<file path="src/rtl/asmi_readback.sv">
// ============================================================================
// asmi_readback : streams EPCS16 flash pages from the ASMI read port into the
//                 Tx FIFO (bit-reversed to PC order), one handshake per page.
// Optional feature macro: READBACK_CHECKSUM_EN (adds 16-bit byte-sum output).
// Revision: 1.0
// ============================================================================
`default_nettype none

module asmi_readback #(
  parameter logic [23:0] BASE_ADDR  = 24'h100000,
  parameter int          PAGE_BYTES = 256,
  parameter int          FIFO_DEPTH = 1024,
  parameter logic [15:0] TIMEOUT    = 16'd4096
) (
  input  logic        clock,
  input  logic        reset,
  input  logic        read_req,
  output logic        read_ACK,
  input  logic [13:0] num_blocks,
  input  logic [9:0]  IF_Tx_used,
  output logic        wrreq,
  output logic [7:0]  IF_PHY_data,
  output logic        block_ready,
  input  logic        block_ready_ACK,
  output logic        read_done,
  input  logic        read_done_ACK,
  output logic        read_error,
  output logic [23:0] asmi_addr,
  output logic        asmi_rden,
  output logic        asmi_read,
  input  logic [7:0]  asmi_dataout,
  input  logic        asmi_data_valid,
  input  logic        asmi_busy
`ifdef READBACK_CHECKSUM_EN
  ,
  output logic [15:0] checksum
`endif
);

  localparam logic [10:0] SPACE_LIMIT = 11'(FIFO_DEPTH - PAGE_BYTES);
  localparam logic [8:0]  LAST_BYTE   = 9'(PAGE_BYTES - 1);
  localparam logic [23:0] ADDR_STEP   = 24'(PAGE_BYTES);

  typedef enum logic [2:0] {
    S_IDLE       = 3'd0,
    S_WAIT_SPACE = 3'd1,
    S_START      = 3'd2,
    S_STREAM     = 3'd3,
    S_NOTIFY     = 3'd4,
    S_WAIT_ACK   = 3'd5,
    S_DONE       = 3'd6
  } state_t;

  state_t      state_q, state_d;
  logic [13:0] nblocks_q, nblocks_d;
  logic [13:0] page_q, page_d;
  logic [8:0]  byte_count_q, byte_count_d;
  logic [15:0] timer_q, timer_d;
  logic        read_ack_d, wrreq_d, block_ready_d, read_done_d, read_error_d;
  logic        rden_d, asmi_read_d;
  logic [7:0]  data_d;
  logic [23:0] addr_d;
  logic [7:0]  rev_byte;
`ifdef READBACK_CHECKSUM_EN
  logic [15:0] checksum_q, checksum_d;
  assign checksum = checksum_q;
`endif

  // ASMI delivers bytes LSB-first; the PC expects MSB-first.
  function automatic logic [7:0] bitrev8(input logic [7:0] b);
    logic [7:0] r;
    for (int i = 0; i < 8; i++) r[i] = b[7-i];
    return r;
  endfunction

  assign rev_byte = bitrev8(asmi_dataout);

  always_comb begin
    state_d      = state_q;
    nblocks_d    = nblocks_q;
    page_d       = page_q;
    byte_count_d = byte_count_q;
    timer_d      = timer_q;
    read_ack_d   = read_ACK;
    wrreq_d      = 1'b0;
    data_d       = IF_PHY_data;
    block_ready_d = block_ready;
    read_done_d  = read_done;
    read_error_d = read_error;
    addr_d       = asmi_addr;
    rden_d       = asmi_rden;
    asmi_read_d  = 1'b0;
`ifdef READBACK_CHECKSUM_EN
    checksum_d   = checksum_q;
`endif

    if (!read_req) read_ack_d = 1'b0;

    case (state_q)
      S_IDLE: begin
        block_ready_d = 1'b0;
        read_done_d   = 1'b0;
        if (read_req) begin
          read_ack_d   = 1'b1;
          nblocks_d    = num_blocks;
          page_d       = 14'd0;
          read_error_d = 1'b0;
          addr_d       = BASE_ADDR;
`ifdef READBACK_CHECKSUM_EN
          checksum_d   = 16'd0;
`endif
          if (num_blocks == 14'd0) begin
            state_d     = S_DONE;
            read_done_d = 1'b1;
          end else begin
            state_d = S_WAIT_SPACE;
          end
        end
      end

      S_WAIT_SPACE: begin
        if (!asmi_busy && ({1'b0, IF_Tx_used} <= SPACE_LIMIT)) state_d = S_START;
      end

      S_START: begin
        rden_d       = 1'b1;
        asmi_read_d  = 1'b1;
        byte_count_d = 9'd0;
        timer_d      = 16'd0;
        state_d      = S_STREAM;
      end

      S_STREAM: begin
        if (asmi_data_valid) begin
          wrreq_d      = 1'b1;
          data_d       = rev_byte;
          byte_count_d = byte_count_q + 9'd1;
          timer_d      = 16'd0;
`ifdef READBACK_CHECKSUM_EN
          checksum_d   = checksum_q + {8'd0, rev_byte};
`endif
          if (byte_count_q == LAST_BYTE) begin
            rden_d  = 1'b0;
            page_d  = page_q + 14'd1;
            state_d = S_NOTIFY;
          end
        end else if (timer_q == TIMEOUT) begin
          rden_d       = 1'b0;
          read_error_d = 1'b1;
          read_done_d  = 1'b1;
          state_d      = S_DONE;
        end else begin
          timer_d = timer_q + 16'd1;
        end
      end

      S_NOTIFY: begin
        block_ready_d = 1'b1;
        state_d       = S_WAIT_ACK;
      end

      S_WAIT_ACK: begin
        if (block_ready_ACK) begin
          block_ready_d = 1'b0;
          if (page_q == nblocks_q) begin
            read_done_d = 1'b1;
            state_d     = S_DONE;
          end else begin
            addr_d  = asmi_addr + ADDR_STEP;
            state_d = S_WAIT_SPACE;
          end
        end
      end

      S_DONE: begin
        read_done_d = 1'b1;
        if (read_done_ACK) begin
          read_done_d = 1'b0;
          state_d     = S_IDLE;
        end
      end

      default: state_d = S_IDLE;
    endcase
  end

  always_ff @(posedge clock) begin
    if (reset) begin
      state_q      <= S_IDLE;
      nblocks_q    <= 14'd0;
      page_q       <= 14'd0;
      byte_count_q <= 9'd0;
      timer_q      <= 16'd0;
      read_ACK     <= 1'b0;
      wrreq        <= 1'b0;
      IF_PHY_data  <= 8'd0;
      block_ready  <= 1'b0;
      read_done    <= 1'b0;
      read_error   <= 1'b0;
      asmi_addr    <= BASE_ADDR;
      asmi_rden    <= 1'b0;
      asmi_read    <= 1'b0;
`ifdef READBACK_CHECKSUM_EN
      checksum_q   <= 16'd0;
`endif
    end else begin
      state_q      <= state_d;
      nblocks_q    <= nblocks_d;
      page_q       <= page_d;
      byte_count_q <= byte_count_d;
      timer_q      <= timer_d;
      read_ACK     <= read_ack_d;
      wrreq        <= wrreq_d;
      IF_PHY_data  <= data_d;
      block_ready  <= block_ready_d;
      read_done    <= read_done_d;
      read_error   <= read_error_d;
      asmi_addr    <= addr_d;
      asmi_rden    <= rden_d;
      asmi_read    <= asmi_read_d;
`ifdef READBACK_CHECKSUM_EN
      checksum_q   <= checksum_d;
`endif
    end
  end

endmodule

`default_nettype wire

</file>
<file path="config.mk">
export PLATFORM = sky130hd
export DESIGN_NAME = asmi_readback
export DESIGN_NICKNAME = d
export VERILOG_FILES = /design/src/rtl/asmi_readback.sv
export SDC_FILE = /design/constraint.sdc
export NUM_CORES = 1
export LEC_CHECK = 0
export BUFFER_PORTS_ARGS = -buffer_cell sky130_fd_sc_hd__buf_2
export CELL_PAD_IN_SITES_DETAIL_PLACEMENT = 0
export CELL_PAD_IN_SITES_GLOBAL_PLACEMENT = 1
export CORE_AREA = 2 2 124 90
export CTS_CLUSTER_DIAMETER = 80
export DETAILED_ROUTE_END_ITERATION = 10
export DIE_AREA = 0 0 126 92
export PLACE_DENSITY = 0.81
export SYNTH_ARGS = -nofsm -noshare
export SYNTH_HDL_FRONTEND = slang
export SYNTH_SLANG_ARGS = --single-unit
</file>
<file path="constraint.sdc">
create_clock -name clock -period 2.56 [get_ports clock]
set_input_delay 0.64 -clock clock [delete_from_list [all_inputs] [get_ports clock]]
set_output_delay 0.64 -clock clock [all_outputs]
set_load 0.005 [all_outputs]
</file>
# After elaboration in Yosys (flattened, before gate mapping)
# Index checks and enable logic that the tools add are counted.
[classes]
addsub = 4
reduce_logical = 21
eq_ne = 22
bitwise = 1
n_mux = 44
magnitude_cmp = 1
[ops]
columns = ["op", "n"]
rows = [
  ["2-to-1 mux 24 bit", 3],
  ["case mux 24 bit (2 select lines)", 1],
  ["2-to-1 mux 14 bit", 3],
  ["2-to-1 mux 16 bit", 2],
  ["case mux 16 bit (2 select lines)", 1],
  ["case mux 14 bit (2 select lines)", 1],
  ["2-to-1 mux 3 bit", 9],
  ["adder 24 x 9 -> 24 bit, second input constant", 1],
  ["case mux 3 bit (7 select lines)", 1],
  ["!= test 2 bit, second input constant", 10],
  ["case mux 9 bit (2 select lines)", 1],
  ["2-to-1 mux 1 bit", 17],
  ["adder 16 x 1 -> 16 bit, second input constant", 1],
  ["equality test 16 x 13 -> 1 bit, second input constant", 1],
  ["adder 14 x 1 -> 14 bit, second input constant", 1],
  ["equality test 14 bit", 1],
  ["zero test 14 bit", 1],
  ["AND reduction 4 bit", 3],
  ["less-or-equal comparator 10 bit, second input constant", 1],
  ["AND reduction 2 bit", 5],
  ["adder 9 x 1 -> 9 bit, second input constant", 1],
  ["equality test 3 bit, second input constant", 3],
  ["equality test 9 x 8 -> 1 bit, second input constant", 1],
  ["2-to-1 mux 9 bit", 1],
  ["other kinds (17)", 23],
]
[totals]
register_bits = 95
word_cells = 107
in_bits = 39
output_inout_bits = 39

# Logic depth before layout (Yosys ltp)
# Gate-level depths: netlist (run 1).
[depth]
word_depth = 4
ltp_mapped = 10
ltp_nobuf = 10

# Worst setup path before layout (run 1)
# Ideal clock, no wire load.
[synth_path]
path_kind = "register to register"
from = "reg byte_count_q[0]"
to = "reg page_q[10]"
synth_period_minus_slack_ns = 2.148
required_ns = 2.489
t_arrival_ns = 2.077
setup_ns = 0.071
path_buffers = 0
slack_ns = 0.412
stages_incl_launch_ff = 10
cell_sequence = "dfxtp_1 ha_1 nand3_1 nor2_1 ha_1 nand4_1 a211oi_4 nand3_2 or3_1 a21oi_1"
[synth_between]
elab_chain_len = 3
[synth_lines]
columns = ["item", "line_no", "rtl"]
rows = [
  ["from (decl)", "57", "logic [8:0] byte_count_q, byte_count_d;"],
  ["from (signal assigned)", "210", "byte_count_q <= byte_count_d;"],
  ["equality test 9 x 8 -> 1 bit", "142", "if (byte_count_q == LAST_BYTE) begin"],
  ["!= test 2 bit (no source line)", "n/a", ""],
  ["AND reduction 4 bit (no source line)", "n/a", ""],
  ["to (signal assigned)", "209", "page_q <= page_d;"],
  ["to (decl)", "56", "logic [13:0] page_q, page_d;"],
]
# No other way between the ends.
# A chain may end at the register's enable or synchronous reset.

# Worst setup path in the final report (run 1)
# Same ends and word-level chain as after synthesis.

==> results of run 1 <==
==> registers in the layout, indices dropped and copies added, names as in the netlist, 3 cells and up <==
register,flops
asmi_addr,16
state_q,3
IF_PHY_data,8
timer_q,16
page_q,14
byte_count_q,9
nblocks_q,14
==> cells in the final DEF, fill, tap and decap left out, types with 3 or more instances in the layout <==
cell type  instances
dfxtp_1           87
nand2_1           71
buf_2             69
nor2_1            62
a21oi_1           45
xor2_1            36
o21ai_0           20
nand3_1           17
inv_1             16
nand4_1           16
buf_4             16
xnor2_1           12
or3_1             10
nor4_1             9
clkbuf_16          9
and3_1             8
nor3_1             8
conb_1             8
ha_1               6
nand2b_1           5
and2_1             5
nor2b_1            4
a31oi_1            4
or4_1              4
o31ai_1            4
o2111ai_1          4
a21o_1             3
==> worst max path at each step <==
stage | end | start | cells past startpoint | slack (ns)
6_report | page_q[10] | byte_count_q[0] | 9 | 0.31
5_1_grt | page_q[10] | byte_count_q[0] | 9 | 0.09
4_1_cts | page_q[10] | byte_count_q[0] | 9 | 0.29
3_5_place_dp | asmi_addr[23] | block_ready_ACK | 7 | 0.23
3_3_place_gp | asmi_addr[23] | block_ready_ACK | 7 | 0.27
2_1_floorplan | page_q[10] | byte_count_q[0] | 9 | 0.41
==> through the flow <==
step | hold WS (ns) | setup slack (ns) | total power [mW] | instances
after floorplan | 0.4464 | 0.4123 | 2.171 | 525
after global placement | 0.4412 | 0.2703 | 2.411 | 714
after detailed placement | 0.4477 | 0.2320 | 2.418 | 714
after CTS | 0.4564 | 0.2906 | 3.754 | 729
after global routing | 0.4749 | 0.08905 | 3.920 | 729
final | 0.4521 | 0.3104 | 3.713 | 729
==> cell type report <==
type | instances | area (sq um)
clock buffer | 12 | 256.5
clock inverter | 3 | 42.54
timing repair buffer | 85 | 465.4
inverter | 16 | 60.06
tap | 136 | 170.2
sequential | 87 | 1742
fill | 1070 | 5585
multi-input combinational | 390 | 2248
==> kinds of logic (layout without fill, tap and decap cells) <==
logic type,count (synthesis),count (layout)
DFF,87,87
and+or+nand+nor,232,232
xor gates and xnor gates,48,48
adders and majority gates,6,6
buffers and inverters,48,116
muxes,2,2
AOI/OAI and AO/OA,94,94
other,1,8
==> layer usage <==
layer | global-route usage | part of all wire | vias up
met2 | 0.2594 | 0.43 | 77
met1 | 0.2353 | 0.51 | 1731
met5 | 0 | 0 | -
met4 | 0.04670 | 0.011 | 0
met3 | 0.04784 | 0.048 | 13
li1 | - | - | 1918
==> power by group through the flow <==
stage          Sequential (mW)  Combinational, mW  Clock [mW]
2_1_floorplan             1.53              0.643           0
3_3_place_gp              1.55              0.859           0
3_5_place_dp              1.55              0.864           0
4_1_cts                   1.52              0.869        1.36
5_1_grt                   1.54              0.979        1.41
6_report                  1.52              0.866        1.32
==> worst min-delay path: cells and delay by family (launching register included) <==
family,cells,cell delay [ns]
DFF,1,0.31
and+or+nand+nor,1,0.05
AOI/OAI and AO/OA,1,0.05
==> results.md, run 1 <==
* Outcome: finished, final reports clean
* CTS root buffer: clkbuf_16
* Post-DP HPWL at 7.116 mm
* Worst Setup Start Kind: register
* Row cnt at 32
* CP Capture Type: register
* Crit path required time at 2.83 ns
* Syn_area_per_cell at around 8 sq um
* Post-synth EDFFs at 0
* Final Max Slew Viols at 0
* Drc violations at 0
* Int Power at 2.587 mW
* Antenna diodes at 0
* FF+latch count, synth at 87
* Antenna violations before repair at 0
* Crit Path Category: register to register
* Clock-pin slew on the worst setup and hold paths at 0.06 ns
* Routed wire length at just under 10 mm
* Main combinational cell family by area after synthesis: simple AND/OR/NAND/NOR gates
* Fraction of layout cells with a size suffix above 1 at 0.1804
* Worst-skew pair later-pin latency at 0.34 ns
* Synth async-reset ratio at 0
* Xor and xnor fraction of the mapped netlist area at 0.1005
* Post-cts resize count at 0
* Synth warn at 0
* Htree depth at 3
* Max VDD drop at 0.3658 mV
* Cts hold-fix bufs at 0
* Count leader, synth: dfxtp_1
* Sequential fraction of the synthesis area at 0.4163
* Post-DRT Antenna Nets at 0
* Via count at 3739
* Die height at approximately 92 um
* Final nets at 634
* Count of unique library cells instantiated by Yosys at 52
* Final period util at 0.8787
* PD cells at 744.9 mW/mm^2
* Synth Area in Adders at 0.01794
* Post-DR wirelength/cell at 13.33 um
* RSZ-0062 raised after global routing: false
* Port bufs at 69
* Pleak at 2.025 nW
* Final Skew at 0.006559 ns
* Initial DRC count at 149
* Yosys top cell area share at 0.4163
* Simple-Gate Fraction of Synth Area at 0.2706
* CTS Buf Count at 9
* Final instance area at 0.004985 sq mm
* R2R setup slack at 0.31 ns
* Cell mode on critical path: ha_1
* Power share of the combinational group at 0.233
* CP bufs+invs at 0
* Post-Route Setup TNS at 0 ns
* Clk buf depth at 2
* Area Growth Syn to Fin at 19.14%
* Reg2reg end: page_q[10]
* Worst reg2reg path startpoint: byte_count_q[0]
* Placer congestion estimate at 0.8203
* First-pass DRT Iterations at 4
* R2R depth at 9
* CTS tree: done
* Grt total ovfl at 0
* DR vias/cell at 5.129
* Post-Syn Area at 0.004184 sq mm
* CP top delay family: simple AND/OR/NAND/NOR gates
* Final hold violations at 0
* CP max stage delay at 0.38 ns
* Cells along the critical path: ha_1 > nand3_1 > nor2_1 > ha_1 > nand4_1 > a211oi_4 > nand3_2 > or3_1 > a21oi_1
* Total Routing Usage GR at 0.1698
* Compound-Gate Fraction of Synth Area at 0.1364
* Top post-synthesis cells by area: dfxtp_1, xor2_1, nand2_1
* Clock tree sinks at 87
* Post-CTS Repair Setup Buffers at 0
* Crit path arrival time at 2.52 ns
* Min-Delay Path Class: register to register
* Hold path start: IF_PHY_data[4]
* Largest net degree at the start of global routing at 26
* Hold Path End: IF_PHY_data[4]
* Initial cell density of the core at 0.3958
* Post-route minimum period at between 2 and 2.5 ns
* Reg power frac at 0.411
* F_max at 444.5 MHz
* Post-synth top cells: dfxtp_1, nand2_1, nor2_1
* Number of global-route vias before repair at 3328
* WHS Path Cells at 2
* Chip width at 126 um
* Dpl cell area at 0.004686 sq mm
* # setup viols final at 0
* Mapped Cells at ~520
* Most used DFF post-synth: dfxtp_1
* CP max stage cell: or3_1
* Multiplexer share of the synthesized area at 0.004785
* Net Sw Power at 1.126 mW
* IO Pins at 78
* Total core area at 0.01057 sq mm
* Switching share of power at 0.3034
* Global-route wire length before repair at 15.77 mm
* MaxCap Viol Count at 0
* Worst-path fanout max at 5
* Die area at 0.01159 sq mm
* Layout Utilization at 0.4716
* Biggest area consumer among synthesized cells: dfxtp_1
* Clk network pwr share at 0.356
No activity file was read; power rests on OpenSTA's default activity.
==> run 2, diff against run 1 <==
Settings changed: CORE_AREA 2 2 124 90 to 2 2 123 89, CTS_BUF_LIST set to sky130_fd_sc_hd__clkbuf_2, CTS_CLUSTER_SIZE set to 14, DIE_AREA 0 0 126 92 to 0 0 125 91, PLACE_DENSITY 0.81 to 0.82.
==> run 2 against run 1 <==
Net effect:
- global-route usage grew 0.57 points
- critical path depth is the same
- cell area shrank 4.5%
- sequential share of layout area grew 1.6 points
- cell count shrank 0.96%
- combinational power shrank 3.1%
- hold slack lost 0.15 ns
- clock skew grew 0.028 ns
- highest routed layer unchanged
- total power shrank 18%
- maximum frequency shrank 1.4%
==> results.md, run 2 (synthesis results as in run 1) <==
* Outcome: finished, final reports clean
* IO Pins at 78
* CTS root buffer: clkbuf_2
* Port bufs at 69
* Cts hold-fix bufs at 0
* Htree depth at 3
* Clock tree sinks at 87
* R2R depth at 9
* Routed wire length at between 9 and 10 mm
* PD cells at ~640 mW/mm^2
* Clock-pin slew on the worst setup and hold paths at 0.24 ns
* Crit path required time at 3.07 ns
* Drc violations at 0
* Clk buf depth at 2
* Via count at 3689
* Post-DR wirelength/cell at 13.26 um
* Final period util at 0.8913
* Post-DP HPWL at just over 7 mm
* Switching share of power at 0.3473
* CP Capture Type: register
* Hold path start: asmi_dataout[2]
* CTS Buf Count at 9
* Antenna diodes at 0
* Post-route minimum period at 2.282 ns
* Antenna violations before repair at 0
* Post-CTS Repair Setup Buffers at 0
* F_max at 438.2 MHz
* Int Power at 1.984 mW
* Crit path from: byte_count_q[0]
* Final hold violations at 0
* Reg power frac at 0.506
* Fill count at 1045
* Clk network pwr share at 0.218
* Worst Max-Slew Pin Slew at between 0.5 and 0.6 ns
* Net Sw Power at 1.056 mW
* Post-cts resize count at 0
* Regs by FF count: asmi_addr: 16 flops, timer_q: 16 flops
* Placer congestion estimate at about 0.83
* Commonest non-fill, non-tap cells in the layout: dfxtp_1, nand2_1, buf_2
* Max VDD drop at 0.2491 mV
* WHS Path Cells at 3
* Power share of the combinational group at 0.276
* # setup viols final at 0
* Worst-skew pair later-pin latency at 0.55 ns
* FF+latch area at 0.001742 sq mm
* Final nets at approximately 630
* MaxCap Viol Count at 0
* Final Max Slew Viols at 0
* Grt total ovfl at 0
* Hold Slack at 0.3038 ns
* Worst-path fanout max at 5
* Total core area at around 0.01 sq mm
* RSZ-0062 raised after global routing: false
* Commonest non-fill, non-tap cell in the layout: dfxtp_1
* Row cnt at 31
* Pleak at 1.931 nW
* Layout Utilization at 0.4686
* Worst Setup Start Kind: register
* Number of global-route vias before repair at 3463
* Total Routing Usage GR at 0.1755
* Multi-input logic area at 0.002248 sq mm
* Initial cell density of the core at 0.4117
* CTS tree: done
* Initial DRC count at 151
* Post-Route Setup TNS at 0 ns
* Slew headroom at 0.6081
* Min-Delay Path Class: input port to register
* Global-route wire length before repair at 16.56 mm
* Final Skew at 0.03482 ns
* Area Growth Syn to Fin at 13.82%
* Die area at 0.01138 sq mm
* Die height at between 90 and 100 um
* Fraction of layout cells with a size suffix above 1 at 0.1763
* Worst reg2reg path startpoint: byte_count_q[0]
* First-pass DRT Iterations at 4
* Chip width at between 100 and 150 um
* Crit Path Category: register to register
* DR vias/cell at 5.109
* Crit path arrival time at between 2 and 3 ns
* Post-DRT Antenna Nets at 0
* Largest net degree at the start of global routing at 25
run 2: layout make-up:
| cell class | count | area share |
|---|---|---|
| Clock buffer | 9 | 0.009459 |
| Clock inverter | 5 | 0.01077 |
| Inverter | 16 | 0.01261 |
| Multi-Input combinational cell | 390 | 0.4721 |
| Sequential cell | 87 | 0.3657 |
| Tap cell | 132 | 0.03468 |
| Timing Repair Buffer | 83 | 0.09459 |
run 2: stage by stage:
stage	instance area [sq um]	setup slack, ns	total power [mW]	cells
after floorplan	4210	0.4123	2.171	525
after global placement	4666	0.2787	2.400	708
after detailed placement	4666	0.2476	2.402	708
after CTS	4762	0.2281	3.073	722
after global routing	4762	0.01131	3.262	722
final	4762	0.2782	3.039	722
run 2: metal layers:
| metal | global-route usage | wire (um) |
|---|---|---|
| met3 | 0.04478 | 433 |
| met1 | 0.2489 | 4906 |
| met5 | 0 | 0 |
| met2 | 0.2668 | 4147 |
| met4 | 0.04444 | 87 |
run 2: power by group through the flow:
stage	combinational [mW]	clock, mW	sequential [mW]
2_1_floorplan	0.643	0	1.53
3_3_place_gp	0.834	0	1.57
3_5_place_dp	0.835	0	1.57
4_1_cts	0.839	0.693	1.54
5_1_grt	0.954	0.749	1.56
6_report	0.839	0.661	1.54
run 2: critical path, cell delays in order (launching register included):
cell and delay [ns]:
dfxtp_1 0.43, ha_1 0.23, nand3_1 0.09, nor2_1 0.10
ha_1 0.24, nand4_1 0.23, a211oi_4 0.31, nand3_2 0.14
or3_1 0.36, a21oi_1 0.13
run 2: path summary, 6_finish.rpt:
path	slack, ns	endpoint
worst max-delay path	0.28	page_q[10]
worst min-delay path	0.30	IF_PHY_data[5]
worst max register to register	0.28	page_q[10]
worst min register to register	0.47	IF_PHY_data[6]
==> run 3, diff against run 2 <==
Settings changed: CORE_AREA 2 2 123 89 to 2 2 109 100, DIE_AREA 0 0 125 91 to 0 0 111 102.
==> run 3 against run 2 <==
Net effect:
- non-clock buffer count is 2 lower
- cell area down 0.58%
- clock skew shrank 0.0095 ns
- critical path depth did not move
- utilization decreased by 0.058 points
- via count rose by 0.95%
- total power is 1.6% lower
- sequential share of layout area is 0.21 points higher
- maximum frequency decreased by 0.99%
- sequential power about the same
- wire length shrank 1.1%
- cell count is 0.42% lower
- critical path type unchanged
- critical endpoint unchanged
- largest cell class unchanged
- highest routed layer unchanged
==> results.md, run 3 (synthesis results as in run 1) <==
* Number of global-route vias before repair at between 3000 and 4000
* PD cells at 631.4 mW/mm^2
* Setup ws final at roughly 0.26 ns
* Dpl cell area at 0.004647 sq mm
* Post-DP HPWL at 6.887 mm
* Largest net degree at the start of global routing at 25
* Initial cell density of the core at 0.4136
* Crit Path Category: register to register
* Drc violations at 0
* CTS tree: done
* Chip width at 111 um
* Crit path arrival time at 2.81 ns
* Via count at approximately 3700
* Worst-path fanout max at 5
* Fill count at just over 1000
* IO Pins at 78
* Slew headroom at 0.6539
* Global-route wire length before repair at 15.93 mm
* Post-cts resize count at 0
* Port bufs at 69
* Fraction of layout cells with a size suffix above 1 at 0.1763
* Outcome: finished, final reports clean
* Die area at ~0.011 sq mm
* Clk buf depth at 2
* Routed wire length at about 9.5 mm
* Post-DRT Antenna Nets at 0
* CP max stage delay at approximately 0.42 ns
* R2R setup slack at 0.26 ns
* CP max stage cell: dfxtp_1
* Post-Layout Cell Count at 719
* Final hold violations at 0
* Post-Route Setup TNS at 0 ns
* Setup Slack @ Placement at approximately 0.26 ns
* Final Skew at 0.02535 ns
* F_max at 433.9 MHz
* Commonest non-fill, non-tap cell in the layout: dfxtp_1
* Final Max Slew Viols at 0
* Critical Path Stages at 9
* CP Capture Type: register
* Htree depth at 3
* Worst Setup Start Kind: register
* R2R depth at 9
* Final instance area at between 0.004 and 0.005 sq mm
* Layout Utilization at 0.4680
* Cts hold-fix bufs at 0
* Cell mode on critical path: ha_1
* Regs by FF count: asmi_addr: 16 flops, timer_q: 16 flops
* Reg2reg end: page_q[10]
* Reg power frac at 0.510
* Antenna diodes at 0
* Pleak at between 1.5 and 2 nW
* MaxCap Viol Count at 0
* Crit path required time at 3.07 ns
* Switching share of power at 0.3620
* Min-Delay Path Class: input port to register
* Placer congestion estimate at between 0.8 and 0.9
* CP bufs+invs at 0
* Post-route minimum period at 2.305 ns
* Total power at 2.990 mW
* Final period util at 0.9003
* Row cnt at 35
* Initial DRC count at between 150 and 200
* DR vias/cell at slightly above 5
* Crit path from: byte_count_q[0]
* Post-DR wirelength/cell at 13.16 um
* Placed instance count at roughly 700
* Net Sw Power at 1.082 mW
* Power share of the combinational group at 0.291
* Total Routing Usage GR at 0.1728
* Cells along the critical path: ha_1 > nand3_1 > nor2_1 > ha_1 > nand4_1 > a211oi_4 > nand3_2 > or3_1 > a21oi_1
* Worst reg2reg path startpoint: byte_count_q[0]
* Post-CTS Repair Setup Buffers at 0
* CP top delay family: simple AND/OR/NAND/NOR gates
* First-pass DRT Iterations at 4
* Grt total ovfl at 0
* Worst Max-Slew Pin Slew at 0.5186 ns
* Commonest non-fill, non-tap cells in the layout: dfxtp_1, nand2_1, buf_2
* Worst-skew pair later-pin latency at 0.57 ns
* Area Growth Syn to Fin at 13.16%
* Die height at slightly above 100 um
* Critical path destination: page_q[10]
* CTS Buf Count at 9
* Antenna violations before repair at 0
* Clock tree sinks at 87
* # setup viols final at 0
* CTS root buffer: clkbuf_2
* Int Power at around 1.9 mW
* Clock-pin slew on the worst setup and hold paths at 0.23 ns
* RSZ-0062 raised after global routing: false
* Total core area at approximately 0.010 sq mm
* Hold Slack at 0.2676 ns
* Clk network pwr share at 0.199
* Max VDD drop at 0.3716 mV
* Final nets at 630
-- run 3: worst min path at each step --
stage,startpoint,to,slack [ns],depth (start not counted)
CTS,asmi_dataout[2],IF_PHY_data[5],0.21,3
global placement,IF_PHY_data[3],IF_PHY_data[3],0.44,2
detailed placement,IF_PHY_data[7],IF_PHY_data[7],0.45,2
finish,asmi_dataout[2],IF_PHY_data[5],0.27,3
global route,asmi_dataout[3],IF_PHY_data[4],0.22,3
floorplan,byte_count_q[8],byte_count_q[8],0.45,2
-- run 3: area by class of cell --
class,count,area [sq um],share of cell area
multi-input cells,390,2248,0.4749
clock inverters,6,37.54,0.007928
inverters,16,60.06,0.01268
well taps,129,161.4,0.03409
flip-flops and latches,87,1742,0.3679
repair buffers,81,435.4,0.09197
clock buffers,10,50.05,0.01057
-- run 3: worst register-to-register path, stage by stage, from the launching register on --
cell and delay, ns:
dfxtp_1 0.42, ha_1 0.22, nand3_1 0.09, nor2_1 0.10
ha_1 0.25, nand4_1 0.23, a211oi_4 0.29, nand3_2 0.14
or3_1 0.37, a21oi_1 0.16
-- run 3: routing by layer --
layer  track usage  wire length, um
met5             0                0
met4       0.06346              150
met3       0.04448              334
met2        0.2898             4537
met1        0.2180             4443
-- run 3: power by group through the flow --
stage | combinational (mW) | sequential, mW | clock (mW)
floorplan | 0.643 | 1.53 | 0
global placement | 0.855 | 1.55 | 0
detailed placement | 0.870 | 1.55 | 0
CTS | 0.874 | 1.53 | 0.627
global route | 0.980 | 1.54 | 0.689
finish | 0.869 | 1.53 | 0.595
